File: src/rtl/fetch_unit_if.sv
// Instruction-memory read port between the fetch stage and its memory.
// Master issues rd_en/addr, slave returns rdata with an rvalid strobe.
interface fetch_unit_if #(
  parameter int ADDR_W  = 16,
  parameter int INSTR_W = 19
);
  logic               rd_en;
  logic [ADDR_W-1:0]  addr;
  logic [INSTR_W-1:0] rdata;
  logic               rvalid;

  modport master (
    output rd_en,
    output addr,
    input  rdata,
    input  rvalid
  );

  modport slave (
    input  rd_en,
    input  addr,
    output rdata,
    output rvalid
  );
endinterface

File: src/rtl/fetch_unit.sv
// Fetch stage: PC, IMEM read FSM, IR, optional return-address stack.
// Define FETCH_RAS_EN to build the hardware return-address stack.
module fetch_unit #(
  parameter int INSTR_W      = 19,
  parameter int OPCODE_W     = 5,
  parameter int ADDR_W       = 16,
  parameter int RESET_VECTOR = 0,
  parameter int RAS_DEPTH    = 8
) (
  input  logic                        CLK,
  input  logic                        RESET_N,
  input  logic                        FETCH_REQ,
  input  logic                        INC_PC,
  input  logic                        LOAD_PC,
  input  logic                        CALL_EN,
  input  logic                        RET_EN,
  input  logic [ADDR_W-1:0]           TARGET_ADDR,
  fetch_unit_if.master                im,
  output logic [INSTR_W-1:0]          IR,
  output logic [OPCODE_W-1:0]         OPCODE,
  output logic [INSTR_W-OPCODE_W-1:0] OPERAND,
  output logic                        IR_VALID,
  output logic                        FETCH_BUSY,
  output logic [ADDR_W-1:0]           PC,
  output logic                        RAS_OVF,
  output logic                        RAS_UNF
);

  localparam logic [ADDR_W-1:0] RV = ADDR_W'(RESET_VECTOR);

  typedef enum logic [1:0] {
    IDLE,
    REQ,
    WAIT
  } state_t;

  state_t state;

  assign OPCODE  = IR[INSTR_W-1 -: OPCODE_W];
  assign OPERAND = IR[INSTR_W-OPCODE_W-1:0];

  always_ff @(posedge CLK or negedge RESET_N) begin
    if (!RESET_N) begin
      state      <= IDLE;
      im.rd_en   <= 1'b0;
      im.addr    <= '0;
      IR         <= '0;
      IR_VALID   <= 1'b0;
      FETCH_BUSY <= 1'b0;
    end else begin
      IR_VALID <= 1'b0;
      unique case (state)
        IDLE: begin
          if (FETCH_REQ) begin
            state      <= REQ;
            im.rd_en   <= 1'b1;
            im.addr    <= PC;
            FETCH_BUSY <= 1'b1;
          end
        end
        REQ: begin
          state <= WAIT;
        end
        WAIT: begin
          if (im.rvalid) begin
            state      <= IDLE;
            IR         <= im.rdata;
            IR_VALID   <= 1'b1;
            im.rd_en   <= 1'b0;
            FETCH_BUSY <= 1'b0;
          end
        end
        default: begin
          state      <= IDLE;
          im.rd_en   <= 1'b0;
          FETCH_BUSY <= 1'b0;
        end
      endcase
    end
  end

`ifdef FETCH_RAS_EN
  localparam int SP_W = $clog2(RAS_DEPTH) + 1;
  localparam logic [SP_W-1:0] FULL = SP_W'(RAS_DEPTH);

  logic [ADDR_W-1:0] ras [RAS_DEPTH];
  logic [SP_W-1:0]   sp;
  logic [SP_W-1:0]   sp_m1;
  logic              push;

  assign sp_m1 = sp - 1'b1;
  assign push  = CALL_EN && !RET_EN && (sp != FULL);

  // Stack storage needs no reset; sp alone defines what is live.
  always_ff @(posedge CLK) begin
    if (push) begin
      ras[sp[SP_W-2:0]] <= PC;
    end
  end

  always_ff @(posedge CLK or negedge RESET_N) begin
    if (!RESET_N) begin
      PC      <= RV;
      sp      <= '0;
      RAS_OVF <= 1'b0;
      RAS_UNF <= 1'b0;
    end else if (RET_EN) begin
      if (sp != '0) begin
        PC <= ras[sp_m1[SP_W-2:0]];
        sp <= sp_m1;
      end else begin
        RAS_UNF <= 1'b1;
      end
    end else if (CALL_EN) begin
      PC <= TARGET_ADDR;
      if (sp != FULL) begin
        sp <= sp + 1'b1;
      end else begin
        RAS_OVF <= 1'b1;
      end
    end else if (LOAD_PC) begin
      PC <= TARGET_ADDR;
    end else if (INC_PC) begin
      PC <= PC + 1'b1;
    end
  end
`else
  // Without a stack, software supplies the return address on TARGET_ADDR.
  always_ff @(posedge CLK or negedge RESET_N) begin
    if (!RESET_N) begin
      PC <= RV;
    end else if (RET_EN || CALL_EN || LOAD_PC) begin
      PC <= TARGET_ADDR;
    end else if (INC_PC) begin
      PC <= PC + 1'b1;
    end
  end

  assign RAS_OVF = 1'b0;
  assign RAS_UNF = 1'b0;
`endif

endmodule

File: src/flat_wrapper.sv
// flat-port wrapper written by rule: the top's interface ports become plain ports
module fetch_unit_flat 
#(
  parameter int INSTR_W      = 19,
  parameter int OPCODE_W     = 5,
  parameter int ADDR_W       = 16,
  parameter int RESET_VECTOR = 0,
  parameter int RAS_DEPTH    = 8
)
  (CLK, RESET_N, FETCH_REQ, INC_PC, LOAD_PC, CALL_EN, RET_EN, TARGET_ADDR, IR, OPCODE, OPERAND, IR_VALID, FETCH_BUSY, PC, RAS_OVF, RAS_UNF, im_rd_en, im_addr, im_rdata, im_rvalid);
  fetch_unit_if #(.ADDR_W(ADDR_W), .INSTR_W(INSTR_W)) im_i ();
  input  logic CLK;
  input  logic RESET_N;
  input  logic FETCH_REQ;
  input  logic INC_PC;
  input  logic LOAD_PC;
  input  logic CALL_EN;
  input  logic RET_EN;
  input  logic [ADDR_W-1:0] TARGET_ADDR;
  output logic [INSTR_W-1:0] IR;
  output logic [OPCODE_W-1:0] OPCODE;
  output logic [INSTR_W-OPCODE_W-1:0] OPERAND;
  output logic IR_VALID;
  output logic FETCH_BUSY;
  output logic [ADDR_W-1:0] PC;
  output logic RAS_OVF;
  output logic RAS_UNF;
  output wire logic [$bits(im_i.rd_en)-1:0] im_rd_en;
  output wire logic [$bits(im_i.addr)-1:0] im_addr;
  input wire logic [$bits(im_i.rdata)-1:0] im_rdata;
  input wire logic [$bits(im_i.rvalid)-1:0] im_rvalid;
  assign im_rd_en = im_i.rd_en;
  assign im_addr = im_i.addr;
  assign im_i.rdata = im_rdata;
  assign im_i.rvalid = im_rvalid;
  fetch_unit #(.INSTR_W(INSTR_W), .OPCODE_W(OPCODE_W), .ADDR_W(ADDR_W), .RESET_VECTOR(RESET_VECTOR), .RAS_DEPTH(RAS_DEPTH)) u_core (.CLK(CLK), .RESET_N(RESET_N), .FETCH_REQ(FETCH_REQ), .INC_PC(INC_PC), .LOAD_PC(LOAD_PC), .CALL_EN(CALL_EN), .RET_EN(RET_EN), .TARGET_ADDR(TARGET_ADDR), .im(im_i), .IR(IR), .OPCODE(OPCODE), .OPERAND(OPERAND), .IR_VALID(IR_VALID), .FETCH_BUSY(FETCH_BUSY), .PC(PC), .RAS_OVF(RAS_OVF), .RAS_UNF(RAS_UNF));
endmodule
File: config.mk
export PLATFORM = sky130hd
export DESIGN_NAME = fetch_unit_flat
export DESIGN_NICKNAME = d
export VERILOG_FILES = /design/src/rtl/fetch_unit_if.sv /design/src/rtl/fetch_unit.sv /design/src/flat_wrapper.sv
export SDC_FILE = /design/constraint.sdc
export NUM_CORES = 1
export LEC_CHECK = 0
export CAP_MARGIN = 20
export CELL_PAD_IN_SITES_DETAIL_PLACEMENT = 1
export CELL_PAD_IN_SITES_GLOBAL_PLACEMENT = 1
export CORE_MARGIN = 5
export CORE_UTILIZATION = 28
export DETAILED_ROUTE_END_ITERATION = 12
export PLACE_DENSITY_LB_ADDON = 0.12
export SYNTH_ARGS = -nofsm -noshare
export SYNTH_HDL_FRONTEND = slang
export SYNTH_SLANG_ARGS = --single-unit
File: constraint.sdc
create_clock -name CLK -period 1.48 [get_ports CLK]
set_input_delay 0.296 -clock CLK [delete_from_list [all_inputs] [get_ports CLK]]
set_output_delay 0.296 -clock CLK [all_outputs]
set_load 0.02 [all_outputs]
Word-level counts from Yosys, hierarchy flattened
Cells that the tools add are included.

Output and inout port bits: 75. Logic and storage cells: 30. Flip-flop bits (word level): 55. Input bits: 43.

Muxes and demuxes: 10. Eq/ne operators: 4. $add $sub $neg: 1. Reduce and logical (&&, ||, !) cells: 8. Bitwise gates (word level): 1.

Operator list (count): 16-bit 2-to-1 mux (2); 16-bit by 1-bit adder with 16-bit output (second input constant) (1); 2-bit one-hot mux with 3 select lines (1); 2-bit AND reduction (3); 1-bit 2-to-1 mux (4); 2-bit 2-to-1 mux (2); 2-bit inequality test (second input constant) (2); 1-bit one-hot mux with 3 select lines (1); 3-bit AND reduction (1); 2-bit by 1-bit == test with 1-bit output (second input constant) (1); 2-bit == test (second input constant) (1); 2-bit zero test (1); 1-bit logical OR (2); 2-bit nonzero test (1); 1-bit NOT (1).

Longest topological paths before layout
Word-level depth: 3. Depth in mapped cells: 5. Depth with buffers taken out: 5.

Worst setup path before layout
OpenSTA, ideal clock, no wires.

Kind: flip-flop to flip-flop. From: register u_core.PC[0]. To: register u_core.PC[12]. Clock period less this slack: 1.547 ns. Setup time: 0.122 ns. Cell stages (with the launch flop): 6. Required time: 1.358 ns. Setup slack: -0.067 ns. Arrival: 1.424 ns. Buffers on the path: 0. Path through: dfrtp_1 > ha_1 > nand4_2 > nor4_2 > xnor2_1 > a21oi_2.

Longest elaborated chain between the ends: 3.

Ends and longest elaborated chain: start: declaration (RTL line fetch_unit.sv:24) `output logic [ADDR_W-1:0] PC,`; start signal: assignment (RTL line fetch_unit.sv:135) `PC <= PC + 1'b1;`; 16-bit by 1-bit adder with 16-bit output (RTL line fetch_unit.sv:135); 16-bit 2-to-1 mux (RTL line fetch_unit.sv:134) `end else if (INC_PC) begin`; 16-bit 2-to-1 mux (RTL line fetch_unit.sv:132) `end else if (RET_EN || CALL_EN || LOAD_PC) begin`.

Every way passes these cells. The select of a mux whose other input is x is not followed. A chain may end at the register's enable or synchronous reset.

Worst setup path after layout
From: register u_core.PC[2]. To: output port PC[2].

RTL lines: end: declaration (RTL line flat_wrapper.sv:25) `output logic [ADDR_W-1:0] PC;`.

No word-level cell between the ends.

==> report_table.html <==
<table>
<tr><th>Metric</th><th>Value</th></tr>
<tr><th colspan="2">Status</th></tr>
<tr><td>Status</td><td>complete, no violations</td></tr>
<tr><th colspan="2">Synth</th></tr>
<tr><td>Warnings from Yosys</td><td>0</td></tr>
<tr><td>Mapped Area</td><td>between 2000 and 3000 um2</td></tr>
<tr><td>Sequential share of the synthesized area</td><td>between 50% and 60%</td></tr>
<tr><td>Post-Synthesis Mean Instance Area</td><td>about 10 um2</td></tr>
<tr><td>Distinct cells, synth</td><td>31</td></tr>
<tr><td>Flip-flop and latch count after synthesis</td><td>55</td></tr>
<tr><td>Cell count after synthesis</td><td>249</td></tr>
<tr><th colspan="2">Timing</th></tr>
<tr><td>Final period util</td><td>96.7%</td></tr>
<tr><td>Achievable frequency</td><td>0.699 GHz</td></tr>
<tr><td>Setup TNS</td><td>0 ps</td></tr>
<tr><td>Number of setup violations in the final report</td><td>0</td></tr>
<tr><td>Final-report max-slew violation count</td><td>0</td></tr>
<tr><td>Min Clock Period, post-route</td><td>around 1400 ps</td></tr>
<tr><td>Final Hold Viols</td><td>0</td></tr>
<tr><td>Maximum clock skew at final layout</td><td>8.88 ps</td></tr>
<tr><td>Setup repair after global routing missed its margin</td><td>true</td></tr>
<tr><th colspan="2">Placed design</th></tr>
<tr><td>Number of placed cells counting well taps</td><td>470</td></tr>
<tr><td>Total placed instance area</td><td>3900 um2</td></tr>
<tr><td>Final RePlAce weighted congestion</td><td>about 0.71</td></tr>
<tr><td>Number of I/O port buffers</td><td>115</td></tr>
<tr><td>HPWL after DPL</td><td>around 5400 um</td></tr>
<tr><th colspan="2">Power and ir drop</th></tr>
<tr><td>PwrDens</td><td>between 1500 and 2000 nW/um2</td></tr>
<tr><td>Internal power consumption</td><td>0.00378 W</td></tr>
<tr><td>Power consumption</td><td>0.00645 W</td></tr>
<tr><td>Leakage power</td><td>1.92 nW</td></tr>
<tr><td>Sequential Power Share</td><td>37.0%</td></tr>
<tr><td>Combinational power share</td><td>49.1%</td></tr>
<tr><td>Clk pwr share</td><td>approximately 14%</td></tr>
<tr><td>Switching Fraction</td><td>41.4%</td></tr>
<tr><td>Switching power total</td><td>0.00267 W</td></tr>
<tr><td>Max IR drop VDD</td><td>between 0.0006 and 0.0007 V</td></tr>
<tr><th colspan="2">Layout</th></tr>
<tr><td>Filler Cell Count</td><td>1043</td></tr>
<tr><td>Non-filler cells in the finished layout</td><td>484</td></tr>
<tr><td>Design area</td><td>4040 um2</td></tr>
<tr><td>Area of the multi-input gates</td><td>approximately 1100 um2</td></tr>
<tr><td>Number of antenna cells inserted</td><td>0</td></tr>
<tr><td>NumNets Final</td><td>~420</td></tr>
<tr><td>Sequential standard cell area</td><td>1390 um2</td></tr>
<tr><td>Post-synthesis to final-layout area growth</td><td>55.5%</td></tr>
<tr><td>Final core utilization</td><td>44.1%</td></tr>
<tr><td>Ratio of cells with drive above 1 in the final layout</td><td>23.3%</td></tr>
<tr><th colspan="2">Setup path</th></tr>
<tr><td>Largest delay contributor family on the critical path</td><td>flip-flops</td></tr>
<tr><td>Delay of the slowest critical-path stage</td><td>480 ps</td></tr>
<tr><td>Worst Path Required</td><td>1180 ps</td></tr>
<tr><td>Beginning of the worst register-to-register path</td><td>u_core.PC[1]</td></tr>
<tr><td>Reg2reg end</td><td>u_core.PC[12]</td></tr>
<tr><td>Worst path buffer plus inverter count</td><td>1</td></tr>
<tr><td>Worst-case register-to-register setup slack</td><td>50 ps</td></tr>
<tr><td>Crit start category</td><td>register</td></tr>
<tr><td>Max Fanout on Critical Path</td><td>5</td></tr>
<tr><td>Reg2reg path depth</td><td>5</td></tr>
<tr><td>Category of the critical setup timing path</td><td>register to output pin</td></tr>
<tr><td>Cell type of the slowest stage on the worst timing path</td><td>dfrtp_2</td></tr>
<tr><td>CP Capture Type</td><td>output pin</td></tr>
<tr><td>Worst setup path startpoint</td><td>u_core.PC[2]</td></tr>
<tr><td>Critical path arrival</td><td>between 1000 and 1500 ps</td></tr>
<tr><td>Worst-path cell chain</td><td>dlygate4sd2_1</td></tr>
<tr><th colspan="2">Routing</th></tr>
<tr><td>Average wire per cell in the routed design</td><td>15.1 um</td></tr>
<tr><td>Iteration-0 DRC count of the detailed router</td><td>49</td></tr>
<tr><td>Number of nets with antenna violations after routing</td><td>0</td></tr>
<tr><td>Final routed wirelength across all metal layers</td><td>between 7000 and 8000 um</td></tr>
<tr><td>Vias per inst</td><td>about 4.4</td></tr>
<tr><td>Number of search-and-repair iterations in the first detailed-routing pass</td><td>4</td></tr>
<tr><td>Via count</td><td>2150</td></tr>
<tr><td>Number of remaining DRC errors</td><td>0</td></tr>
<tr><th colspan="2">Floorplanning</th></tr>
<tr><td>Total number of placement rows</td><td>35</td></tr>
<tr><td>Die area</td><td>around 11000 um2</td></tr>
<tr><td>Initial cell density of the core</td><td>28.4%</td></tr>
<tr><td># IOs</td><td>118</td></tr>
<tr><td>Placeable core region</td><td>9150 um2</td></tr>
<tr><td>Die span in y</td><td>106 um</td></tr>
<tr><td>Width of the die</td><td>106 um</td></tr>
<tr><th colspan="2">Min path</th></tr>
<tr><td>Class of the most critical hold timing path</td><td>register to register</td></tr>
<tr><td>Endpoint of the worst hold path</td><td>u_core.IR[9]</td></tr>
<tr><td>Hold Startpoint</td><td>u_core.IR[9]</td></tr>
<tr><td>Cell depth of the worst min-delay path</td><td>2</td></tr>
<tr><th colspan="2">Global routing</th></tr>
<tr><td>Met2 GRT Util</td><td>roughly 22%</td></tr>
<tr><td>Global-route wire length before repair</td><td>11800 um</td></tr>
<tr><td>Met3 routing resource usage after global routing</td><td>3.34%</td></tr>
<tr><td>Met1 Use GR</td><td>16.1%</td></tr>
<tr><td>Grt total ovfl</td><td>0</td></tr>
<tr><td>Layer carrying the most global-route usage</td><td>met2</td></tr>
<tr><td>Largest net degree at the start of global routing</td><td>56</td></tr>
<tr><td>Number of global-route vias before repair</td><td>2338</td></tr>
<tr><td>Initial antenna violation count</td><td>0</td></tr>
<tr><td>Global-route total usage across every layer</td><td>13.0%</td></tr>
<tr><th colspan="2">CTS</th></tr>
<tr><td>CTS Sinks</td><td>55</td></tr>
<tr><td>Worst-case clock buffer depth</td><td>2</td></tr>
<tr><td>Clock-pin slew on the worst setup and hold paths</td><td>about 100 ps</td></tr>
<tr><td>TritonCTS clock tree</td><td>done</td></tr>
<tr><td>Root Driver</td><td>clkbuf_8</td></tr>
<tr><td>CTS Buf Count</td><td>5</td></tr>
<tr><td>H-tree Lvls</td><td>2</td></tr>
<tr><td>Latest clock arrival within the worst-skew pair</td><td>310 ps</td></tr>
<tr><th colspan="2">Run</th></tr>
<tr><td>Total of max-cap violations</td><td>0</td></tr>
</table>
## cells by family (layout without fill, tap and decap cells)
family | after synthesis | in the layout | synth area share, %
adders and majority gates | 1 | 1 | 0.482
buffers and inverters | 37 | 160 | 9.59
AOI/OAI and AO/OA | 18 | 18 | 4.09
and+or+nand+nor | 105 | 105 | 20.3
muxes | 18 | 18 | 7.71
xor gates and xnor gates | 14 | 14 | 4.72
DFF | 55 | 55 | 53.0
other | 1 | 2 | 0.144
## final cells by class
class	count	share of cell area, %
Clock buffer	7	2.14
Multi-Input combinational cell	158	26.4
Tap cell	111	3.44
Clock inverter	1	0.217
Timing Repair Buffer	147	32.9
Sequential cell	55	34.4
Inverter	5	0.465
## cells in the final DEF, fill, tap and decap left out, types with 2 or more instances in the layout
cell	Yosys	layout
nand4_1	2	2
nand3_1	2	2
nor4_4	0	4
a21oi_2	4	4
mux2_2	16	16
clkbuf_8	1	6
nand2_1	65	64
conb_1	1	2
xor2_1	3	3
buf_12	0	3
mux2i_1	2	2
dfrtp_2	0	10
clkdlybuf4s50_1	0	40
dfrtp_1	55	45
a21oi_1	13	13
nor3_1	3	2
nor3_4	0	2
inv_1	5	5
nand4_4	2	3
buf_4	24	28
nor2_1	16	15
dlygate4sd2_1	0	73
xnor2_1	11	10
## power groups by stage
stage                     clock network (W)  logic, W  registers (W)
after floorplan                           0   0.00142        0.00306
after global placement                    0   0.00367        0.00243
after detailed placement                  0   0.00373        0.00246
after CTS                          0.000954   0.00321        0.00240
after global routing               0.000998   0.00341        0.00249
final                              0.000894   0.00317        0.00239
## worst max path at each step
stage                               to  cells past startpoint
CTS                      u_core.PC[13]                      4
floorplan           u_core.im.addr[10]                      5
detailed placement        u_core.PC[9]                      6
finish                           PC[2]                      1
global placement          u_core.PC[9]                      6
global route              u_core.PC[9]                      6
## state kept, by name (all words and copies together), names as in the netlist
signal / count
u_core.IR: 19
u_core.IR_VALID: 1
u_core.im.addr: 16
u_core.PC: 16
u_core.FETCH_BUSY: 1
u_core.state: 2
## metrics by stage
step | hold slack [ps] | worst slack (ps)
2_1_floorplan | 0.409 | 10.0
3_3_place_gp | 326 | -354
3_5_place_dp | 323 | -401
4_1_cts | 487 | -6.79
5_1_grt | 495 | -19.8
6_report | 501 | 49.4
## what timing repair did
| item | 4_1_cts | 5_1_grt |
|---|---|---|
| pin swaps | 0 | 9 |
| setup endpoints to repair | 77 | 31 |
| hold endpoints to repair | 55 | 0 |
| hold buffers | 1 | 0 |
| buffers inserted | 0 | 5 |
| gates resized for setup | 82 | 16 |
## synth_stat cells
library cell	n	area, um2
and4_1	1	8.76
ha_1	1	12.5
conb_1	1	3.75
inv_1	5	18.8
dfrtp_1	55	1380
nand4_2	1	12.5
nand4_4	2	42.5
nor2_2	1	6.26
buf_2	2	10.0
a21oi_2	4	35.0
nand4_1	2	12.5
xor2_1	3	26.3
buf_6	1	11.3
mux2_2	16	180
nand3_1	2	10.0
nand3b_1	1	7.51
nor2_1	16	60.1
buf_4	24	180
nor2b_1	3	18.8
mux2i_1	2	20.0
nor3_2	1	10.0
a21oi_1	13	65.1
o22ai_1	1	6.26
xnor2_1	11	96.3
nor4_2	5	62.6
clkbuf_8	1	13.8
nor3_1	3	15.0
or3_1	1	6.26
nand2_1	65	244
clkbuf_1	4	15.0
and4b_1	1	10.0
## worst reg2reg max path: stages (launching register included)
cell	delay, ps
dfrtp_2	400
ha_2	220
nand4_4	170
nor4_4	270
xnor2_1	190
a21oi_2	90
## routing by layer
metal | vias up | part of all wire [%]
met5 | - | 0
met4 | 0 | 0.93
met3 | 5 | 7.0
met2 | 81 | 49
met1 | 1036 | 43
li1 | 1028 | -
No activity file was read; power rests on OpenSTA's default activity.
